$ cat src/rtl/riscv_pipe_reg_pkg.sv
// Shared pipeline widths and payload reset defaults used by the core's stage registers.
package riscv_pipe_reg_pkg;

    localparam int unsigned XLEN = 32;
    localparam int unsigned ILEN = 32;
    localparam int unsigned PC_W = XLEN;

    localparam logic [XLEN-1:0] PIPE_RST_VAL = '0;

endpackage

$ cat src/rtl/riscv_pipe_reg_entry.sv
// One DW-bit payload register: async reset and sync clear both load RST_VAL.
module riscv_pipe_reg_entry
    import riscv_pipe_reg_pkg::*;
#(
    parameter int unsigned     DW      = XLEN,
    parameter logic [DW-1:0]   RST_VAL = {DW{1'b0}}
) (
    input  logic          clk,
    input  logic          rst_n,
    input  logic          load,
    input  logic          clear,
    input  logic [DW-1:0] d,
    output logic [DW-1:0] q
);

    always_ff @(posedge clk or negedge rst_n) begin
        if (!rst_n) begin
            q <= RST_VAL;
        end else if (clear) begin
            q <= RST_VAL;
        end else if (load) begin
            q <= d;
        end
    end

endmodule

$ cat src/rtl/riscv_pipe_reg.sv
// Valid/ready pipeline stage with optional two-entry skid buffer and synchronous flush.
module riscv_pipe_reg
    import riscv_pipe_reg_pkg::*;
#(
    parameter int unsigned   DW        = XLEN,
    parameter logic [DW-1:0] RST_VAL   = {DW{1'b0}},
    parameter bit            SKID      = 1'b1,
    parameter bit            FLUSH_CLR = 1'b0
) (
    input  logic          i_pipe_reg_clk,
    input  logic          i_pipe_reg_rstn,
    input  logic          i_pipe_reg_valid,
    input  logic [DW-1:0] i_pipe_reg_data,
    output logic          o_pipe_reg_ready,
    output logic          o_pipe_reg_valid,
    output logic [DW-1:0] o_pipe_reg_data,
    input  logic          i_pipe_reg_ready,
    input  logic          i_pipe_reg_flush,
    output logic [1:0]    o_pipe_reg_level
);

    logic          ready;
    logic          valid;
    logic          in_xfer;
    logic          out_xfer;
    logic          clr;
    logic          main_load;
    logic [DW-1:0] main_d;
    logic [DW-1:0] main_q;

    // Flush discards the incoming payload; the outgoing one is already sampled downstream.
    assign in_xfer  = i_pipe_reg_valid & ready & ~i_pipe_reg_flush;
    assign out_xfer = valid & i_pipe_reg_ready;
    assign clr      = i_pipe_reg_flush & FLUSH_CLR;

    riscv_pipe_reg_entry #(
        .DW      (DW),
        .RST_VAL (RST_VAL)
    ) u_main (
        .clk   (i_pipe_reg_clk),
        .rst_n (i_pipe_reg_rstn),
        .load  (main_load),
        .clear (clr),
        .d     (main_d),
        .q     (main_q)
    );

    generate
        if (SKID) begin : g_skid
            typedef enum logic [1:0] {
                StEmpty = 2'd0,
                StOne   = 2'd1,
                StTwo   = 2'd2
            } state_e;

            state_e        state;
            state_e        state_next;
            logic          skid_load;
            logic [DW-1:0] skid_q;

            riscv_pipe_reg_entry #(
                .DW      (DW),
                .RST_VAL (RST_VAL)
            ) u_skid (
                .clk   (i_pipe_reg_clk),
                .rst_n (i_pipe_reg_rstn),
                .load  (skid_load),
                .clear (clr),
                .d     (i_pipe_reg_data),
                .q     (skid_q)
            );

            always_ff @(posedge i_pipe_reg_clk or negedge i_pipe_reg_rstn) begin
                if (!i_pipe_reg_rstn) begin
                    state <= StEmpty;
                end else begin
                    state <= state_next;
                end
            end

            always_comb begin
                state_next = state;
                main_load  = 1'b0;
                skid_load  = 1'b0;
                main_d     = i_pipe_reg_data;
                case (state)
                    StEmpty: begin
                        if (in_xfer) begin
                            state_next = StOne;
                            main_load  = 1'b1;
                        end
                    end
                    StOne: begin
                        if (in_xfer && out_xfer) begin
                            main_load = 1'b1;
                        end else if (in_xfer) begin
                            state_next = StTwo;
                            skid_load  = 1'b1;
                        end else if (out_xfer) begin
                            state_next = StEmpty;
                        end
                    end
                    StTwo: begin
                        if (out_xfer) begin
                            state_next = StOne;
                            main_load  = 1'b1;
                            main_d     = skid_q;
                        end
                    end
                    default: state_next = StEmpty;
                endcase
                if (i_pipe_reg_flush) begin
                    state_next = StEmpty;
                    main_load  = 1'b0;
                    skid_load  = 1'b0;
                end
            end

            // Ready comes straight from the state register, never from downstream ready.
            assign ready            = (state != StTwo);
            assign valid            = (state != StEmpty);
            assign o_pipe_reg_level = state;
        end else begin : g_single
            logic valid_q;

            always_ff @(posedge i_pipe_reg_clk or negedge i_pipe_reg_rstn) begin
                if (!i_pipe_reg_rstn) begin
                    valid_q <= 1'b0;
                end else if (i_pipe_reg_flush) begin
                    valid_q <= 1'b0;
                end else if (in_xfer) begin
                    valid_q <= 1'b1;
                end else if (out_xfer) begin
                    valid_q <= 1'b0;
                end
            end

            assign ready            = ~valid_q | i_pipe_reg_ready;
            assign valid            = valid_q;
            assign main_load        = in_xfer;
            assign main_d           = i_pipe_reg_data;
            assign o_pipe_reg_level = {1'b0, valid_q};
        end
    endgenerate

    assign o_pipe_reg_ready = ready;
    assign o_pipe_reg_valid = valid;
    assign o_pipe_reg_data  = main_q;

endmodule

$ cat config.mk
export PLATFORM = sky130hd
export DESIGN_NAME = riscv_pipe_reg
export DESIGN_NICKNAME = d
export VERILOG_FILES = /design/src/rtl/riscv_pipe_reg_pkg.sv /design/src/rtl/riscv_pipe_reg_entry.sv /design/src/rtl/riscv_pipe_reg.sv
export SDC_FILE = /design/constraint.sdc
export NUM_CORES = 1
export LEC_CHECK = 0
export BUFFER_PORTS_ARGS = -buffer_cell sky130_fd_sc_hd__buf_4
export CORE_ASPECT_RATIO = 0.7
export CORE_MARGIN = 5
export CORE_UTILIZATION = 52
export CTS_CLUSTER_SIZE = 30
export DETAILED_ROUTE_END_ITERATION = 7
export MAX_ROUTING_LAYER = met4
export PLACE_DENSITY_LB_ADDON = 0.25
export SLEW_MARGIN = 20
export SYNTH_ARGS = -nofsm -noshare
export SYNTH_HDL_FRONTEND = slang
export SYNTH_HIERARCHICAL = 1
export SYNTH_SLANG_ARGS = --single-unit
$ cat constraint.sdc
create_clock -name i_pipe_reg_clk -period 3.6 [get_ports i_pipe_reg_clk]
set_input_delay 0.36 -clock i_pipe_reg_clk [delete_from_list [all_inputs] [get_ports i_pipe_reg_clk]]
set_output_delay 0.36 -clock i_pipe_reg_clk [all_outputs]
set_load 0.01 [all_outputs]
# Yosys cells after proc, flatten, opt, wreduce, memory -nomap -nowiden
# Index checks and enable logic that the tools add are counted.
# totals
ff_bits	66
output_inout_bits	36
elab_cells	35
# classes
eq_ne	7
muxes	17
bitwise	4
reduce_logical	4
# op_table
operator	count
$mux 32	2
$mux 2	6
$ne 3x3->1 const B	3
$mux 1	7
$pmux 2 s3	1
$ne 4x4->1 const B	1
$reduce_and 4->1	1
$and 1x1->1	3
$pmux 1 s3	1
$eq 2x1->1 const B	1
$eq 2x2->1 const B	1
$logic_not 2->1	1
$ne 2x2->1 const B	1
$reduce_bool 2->1	1
$logic_and 1x1->1	1
$not 1->1	1

# Longest topological paths before layout
# logic_depth
depth_word	7
ltp_mapped	7

# Hierarchy
# The synthesis kept the hierarchy.
# by_module_without_submodules
module	instances	cells_per_inst	area_per_inst_um2	seq_area_each_um2
riscv_pipe_reg_entry	2	103	1323.8	800.8
riscv_pipe_reg	1	51	679.4	50.0

# Worst setup path before layout
# No wires, ideal clock.
# synth_timing
path_kind	reg-to-reg
from	register g_skid.state[1] (netlist: o_pipe_reg_level[1])
to	register g_skid.u_skid.q[0]
arrival_ns	1.408
required_time_ns	3.482
path_slack_ns	2.074
stages_incl_launch_ff	8
path_buffers	2
period_less_slack_ns	1.526
cell_sequence	dfrtp_1 and2b_2 nand2_1 nor3_1 buf_6 buf_12 mux2i_1 nor2_1
# synth_between
elab_chain_len	7
# synth_lines
element	line	source
start: declaration	riscv_pipe_reg.sv:56	state_e state;
start signal: assignment	riscv_pipe_reg.sv:75	state <= StEmpty;
start signal: assignment	riscv_pipe_reg.sv:77	state <= state_next;
$ne 2x2->1	riscv_pipe_reg.sv:120	assign ready = (state != StTwo);
$and 1x1->1 (2 in series)	riscv_pipe_reg.sv:32	assign in_xfer = i_pipe_reg_valid & ready & ~i_pipe_reg_flush;
$mux 1 / $logic_and 1x1->1 (equally long branches)	riscv_pipe_reg.sv:96, riscv_pipe_reg.sv:94	
$mux 1	riscv_pipe_reg.sv:94	if (in_xfer && out_xfer) begin
$mux 1 (*)	riscv_pipe_reg.sv:86	case (state)
$mux 1 (*)	riscv_pipe_reg.sv:112	if (i_pipe_reg_flush) begin
net g_skid.skid_load	riscv_pipe_reg.sv:58	logic skid_load;
end signal: assignment	riscv_pipe_reg_entry.sv:18	q <= RST_VAL;
end signal: assignment	riscv_pipe_reg_entry.sv:20	q <= RST_VAL;
end signal: assignment	riscv_pipe_reg_entry.sv:22	q <= d;
end: declaration	riscv_pipe_reg_entry.sv:13	output logic [DW-1:0] q
# Mark *: on every way through the listed nets, which the timed path passes. The rest lies on a longest branch.
# A chain may end at the register's enable or synchronous reset.

# Final worst setup path
# layout_timing
from	register g_skid.state[1] (netlist: o_pipe_reg_level[1])
to	register u_main.q[15]
# layout_between
elab_chain_len	7
# layout_lines
element	line	source
$ne 2x2->1	riscv_pipe_reg.sv:120	
$and 1x1->1 (2 in series)	riscv_pipe_reg.sv:32	
$logic_and 1x1->1	riscv_pipe_reg.sv:94	
$mux 1	riscv_pipe_reg.sv:94	
$pmux 1 s3 (*)	riscv_pipe_reg.sv:86	
$mux 1 (*)	riscv_pipe_reg.sv:112	
net main_load	riscv_pipe_reg.sv:27	logic main_load;
end signal: assignment	riscv_pipe_reg_entry.sv:18	
end signal: assignment	riscv_pipe_reg_entry.sv:20	
end signal: assignment	riscv_pipe_reg_entry.sv:22	
end: declaration	riscv_pipe_reg_entry.sv:13	
# Marked as above.

==> out/metrics.yaml <==
clock_network:
  clkTransAtPathRegs_ns: 0.07
  clkSinkCount: 66
  postCtsSetupBuffers: 0
  cts_resized: 0
  clockBufferDepth: 2
  cts_tree: "done"
  hold_buffers: 0
  cts_max_level: 3
  cts_inserted_buffers: 9
  clock_latency_ns: 0.33
  root_buffer: "clkbuf_8"
placed_design:
  place_congestion: 0.732
  dpl_cell_area_mm2: 0.00381
  port_buffers: 72
  place_ws_ns: 1.34
  dpl.hpwl_um: 4490
finish:
  nFillCells: 494
  n_antenna_cell: 0
  drive_gt1_frac: 0.376
  final_cell_area_mm2: 0.00403
  final_nets: 372
  syn_to_final_growth_pct: 21.2
critical_path:
  max_stage_delay_ns: 0.63
  path_cells: "and2b_2 > o21ai_0 > a21oi_4 > buf_4 > mux2i_1 > nor2_1"
  crit_slowest_cell: "a21oi_4"
  cp-end-kind: "flop"
  arrival_ns: 2.49
  required_ns: 3.83
  startpoint_type: "flop"
  cp_max_fo: 18
  critPathKind: "flop to flop"
  path_buf_inv: 1
  crit_family: "compound AO/OA/AOI/OAI gates"
status:
  status: "finished clean"
synthesis:
  ys_top_cells_by_count: "dfrtp_1 (66), mux2i_1 (64), nor2_1 (64), mux2_4 (30), buf_12 (9)"
  synthAdderAreaFrac: 0
  synth_top_cell_by_area: "dfrtp_1"
  netlist_instances: 257
  ys_ff_latch: 66
  yosys-top-cells-area: "dfrtp_1 (50%), mux2i_1 (19%), mux2_4 (14%)"
  yosysSeqAreaShare: 0.496
  syn_area_per_cell_um2: 12.9
  synthSimpleGateAreaFrac: 0.0918
  syn_area_mm2: 0.00333
  synth_compound_area_frac: 0.00715
  synth_top_family_by_area: "multiplexers"
  synthArstFlopShare: 1.00
  yosysTopAreaCellShare: 0.496
  yosys-mux-area-fraction: 0.335
  synth-edff-count: 0
  synth_xor_area_frac: 0
  ys_warn_count: 6
  synth_most_common_cell: "dfrtp_1"
  synth_cell_types: 22
  synth-main-ff-cell: "dfrtp_1"
timing:
  fmax_mhz: 443
  period_minus_slack_ns: 2.26
  rsz0062_at_grt: "no"
  finalCritPeriodShare: 0.628
  slew_headroom: 0.440
  final_hold_viol_count: 0
  tns_ns: 0
  fin_skew_ns: 0.00948
  slew_viol_final: 0
  tightest_slew_ns: 0.841
  fin_ws_ns: 1.34
  finalSetupViolCount: 0
global_routing:
  use_met3: 0.0705
  grt_pass1_vias: 2251
  grt_max_degree: 67
  grt_pass1_wl_um: 11300
  met2_usage: 0.268
  overflow: 0
  top_usage_layer: "met2"
  grtUsageMet1: 0.236
  track_usage: 0.181
  antenna_found_initial: 0
power_and_ir_drop:
  power_mw: 1.71
  clock_power_share: 0.403
  seqPwrFrac: 0.462
  p_leak_nw: 2.04
  vdd_drop_max_uv: 231
  p_sw_frac: 0.239
  p_comb_frac: 0.135
  p_per_area_mw_per_mm2: 423
  switchingPower_mw: 0.408
  internal_power_mw: 1.30
floorplan:
  coreArea_mm2: 0.00622
  die-height_um: 76.9
  io_pins: 73
  die_w_um: 106
  start_util: 0.535
  die_area_mm2: 0.00812
  fp-row-count: 24
drt:
  route.antenna.remaining_nets: 0
  routed_via_density: 5.10
  drtIter0Drc: 49
  vias: 2131
  firstDrtPassIters: 4
  route.detailed.drc: 0
  drt-total-wl_um: 6580
  wl_per_cell_um: 15.7
job:
  maxCapViolations: 0
min_path:
  min_path_type: "input pin to async pin"
==> power groups by stage <==
stage	clock network [mW]	registers (mW)	logic (mW)
2_1_floorplan	0	0.808	0.130
3_3_place_gp	0	0.801	0.224
3_5_place_dp	0	0.801	0.230
4_1_cts	0.704	0.788	0.230
5_1_grt	0.740	0.791	0.254
6_report	0.688	0.788	0.230
==> registers in the layout, summed over array words and instances (netlist names) <==
name and flops:
g_skid.u_skid/q 32, u_main/q 32, o_pipe_reg_level 2
==> per-layer routing <==
layer  up-vias  part of all wire
li1       1015                 -
met1      1065              0.46
met2        46              0.47
met3         5             0.064
met4         0            0.0050
met5         -                 0
==> layout make-up <==
class                   count  area, µm²  share of cell area
flip-flops and latches     66       1650               0.410
multi-input cells         182       1500               0.371
repair buffers             75        563               0.140
clock buffers              11        141              0.0351
well taps                  78       97.6              0.0242
clock inverters             5       77.6              0.0192
inverters                   1       3.75            0.000931
==> metrics by stage <==
stage | cells | hold slack, ns | util
floorplan | 266 | 0.0644 | -
global placement | 402 | 0.500 | 0.613
detailed placement | 402 | 0.509 | 0.613
CTS | 418 | 0.148 | 0.649
global route | 418 | 0.184 | 0.649
finish | 418 | 0.116 | 0.649
==> logic make-up (layout without fill, tap and decap cells) <==
kind of cell,after synthesis,after routing
flip-flops,66,66
buffers and inverters,18,92
other,1,10
AO/OA/AOI/OAI,4,4
AND/OR/NAND/NOR,72,72
multiplexers,96,96
==> placed cells by master (no fill, tap or decap) <==
master      instances
or4b_1              1
nand2b_1            1
dfrtp_1            66
a211oi_1            1
nand2_4             1
clkinv_2            2
nor2b_4             1
a31oi_1             1
or2_2               1
nor3_2              1
mux2_4             30
mux2i_1            64
mux2_2              2
clkbuf_8           10
clkbuf_1            1
and2b_2             1
inv_1               1
bufinv_16           2
buf_4              75
nand2_1             1
nor2_1             64
a21oi_4             1
o21ai_0             1
clkinvlp_4          1
conb_1             10
==> path summary, 6_finish.rpt <==
check                                 startpoint                   to  slack [ns]  cells after the start
setup / recovery             o_pipe_reg_level[1]         u_main/q[15]        1.34                      6
hold / removal                   i_pipe_reg_rstn   g_skid.u_skid/q[7]        0.12                      1
setup reg to reg             o_pipe_reg_level[1]         u_main/q[15]        1.34                      6
hold reg to reg              g_skid.u_skid/q[22]  g_skid.u_skid/q[22]        0.52                      2
max in group asynchronous        i_pipe_reg_rstn         u_main/q[27]        2.92                      1
min in group i_pipe_reg_clk     i_pipe_reg_flush  o_pipe_reg_level[0]        0.23                      2
==> worst reg2reg max path: stages, from the launching register on <==
cell,delay [ns]
dfrtp_1,0.43
and2b_2,0.25
o21ai_0,0.15
a21oi_4,0.64
buf_4,0.40
mux2i_1,0.24
nor2_1,0.05
No activity file was read; power rests on OpenSTA's default activity.
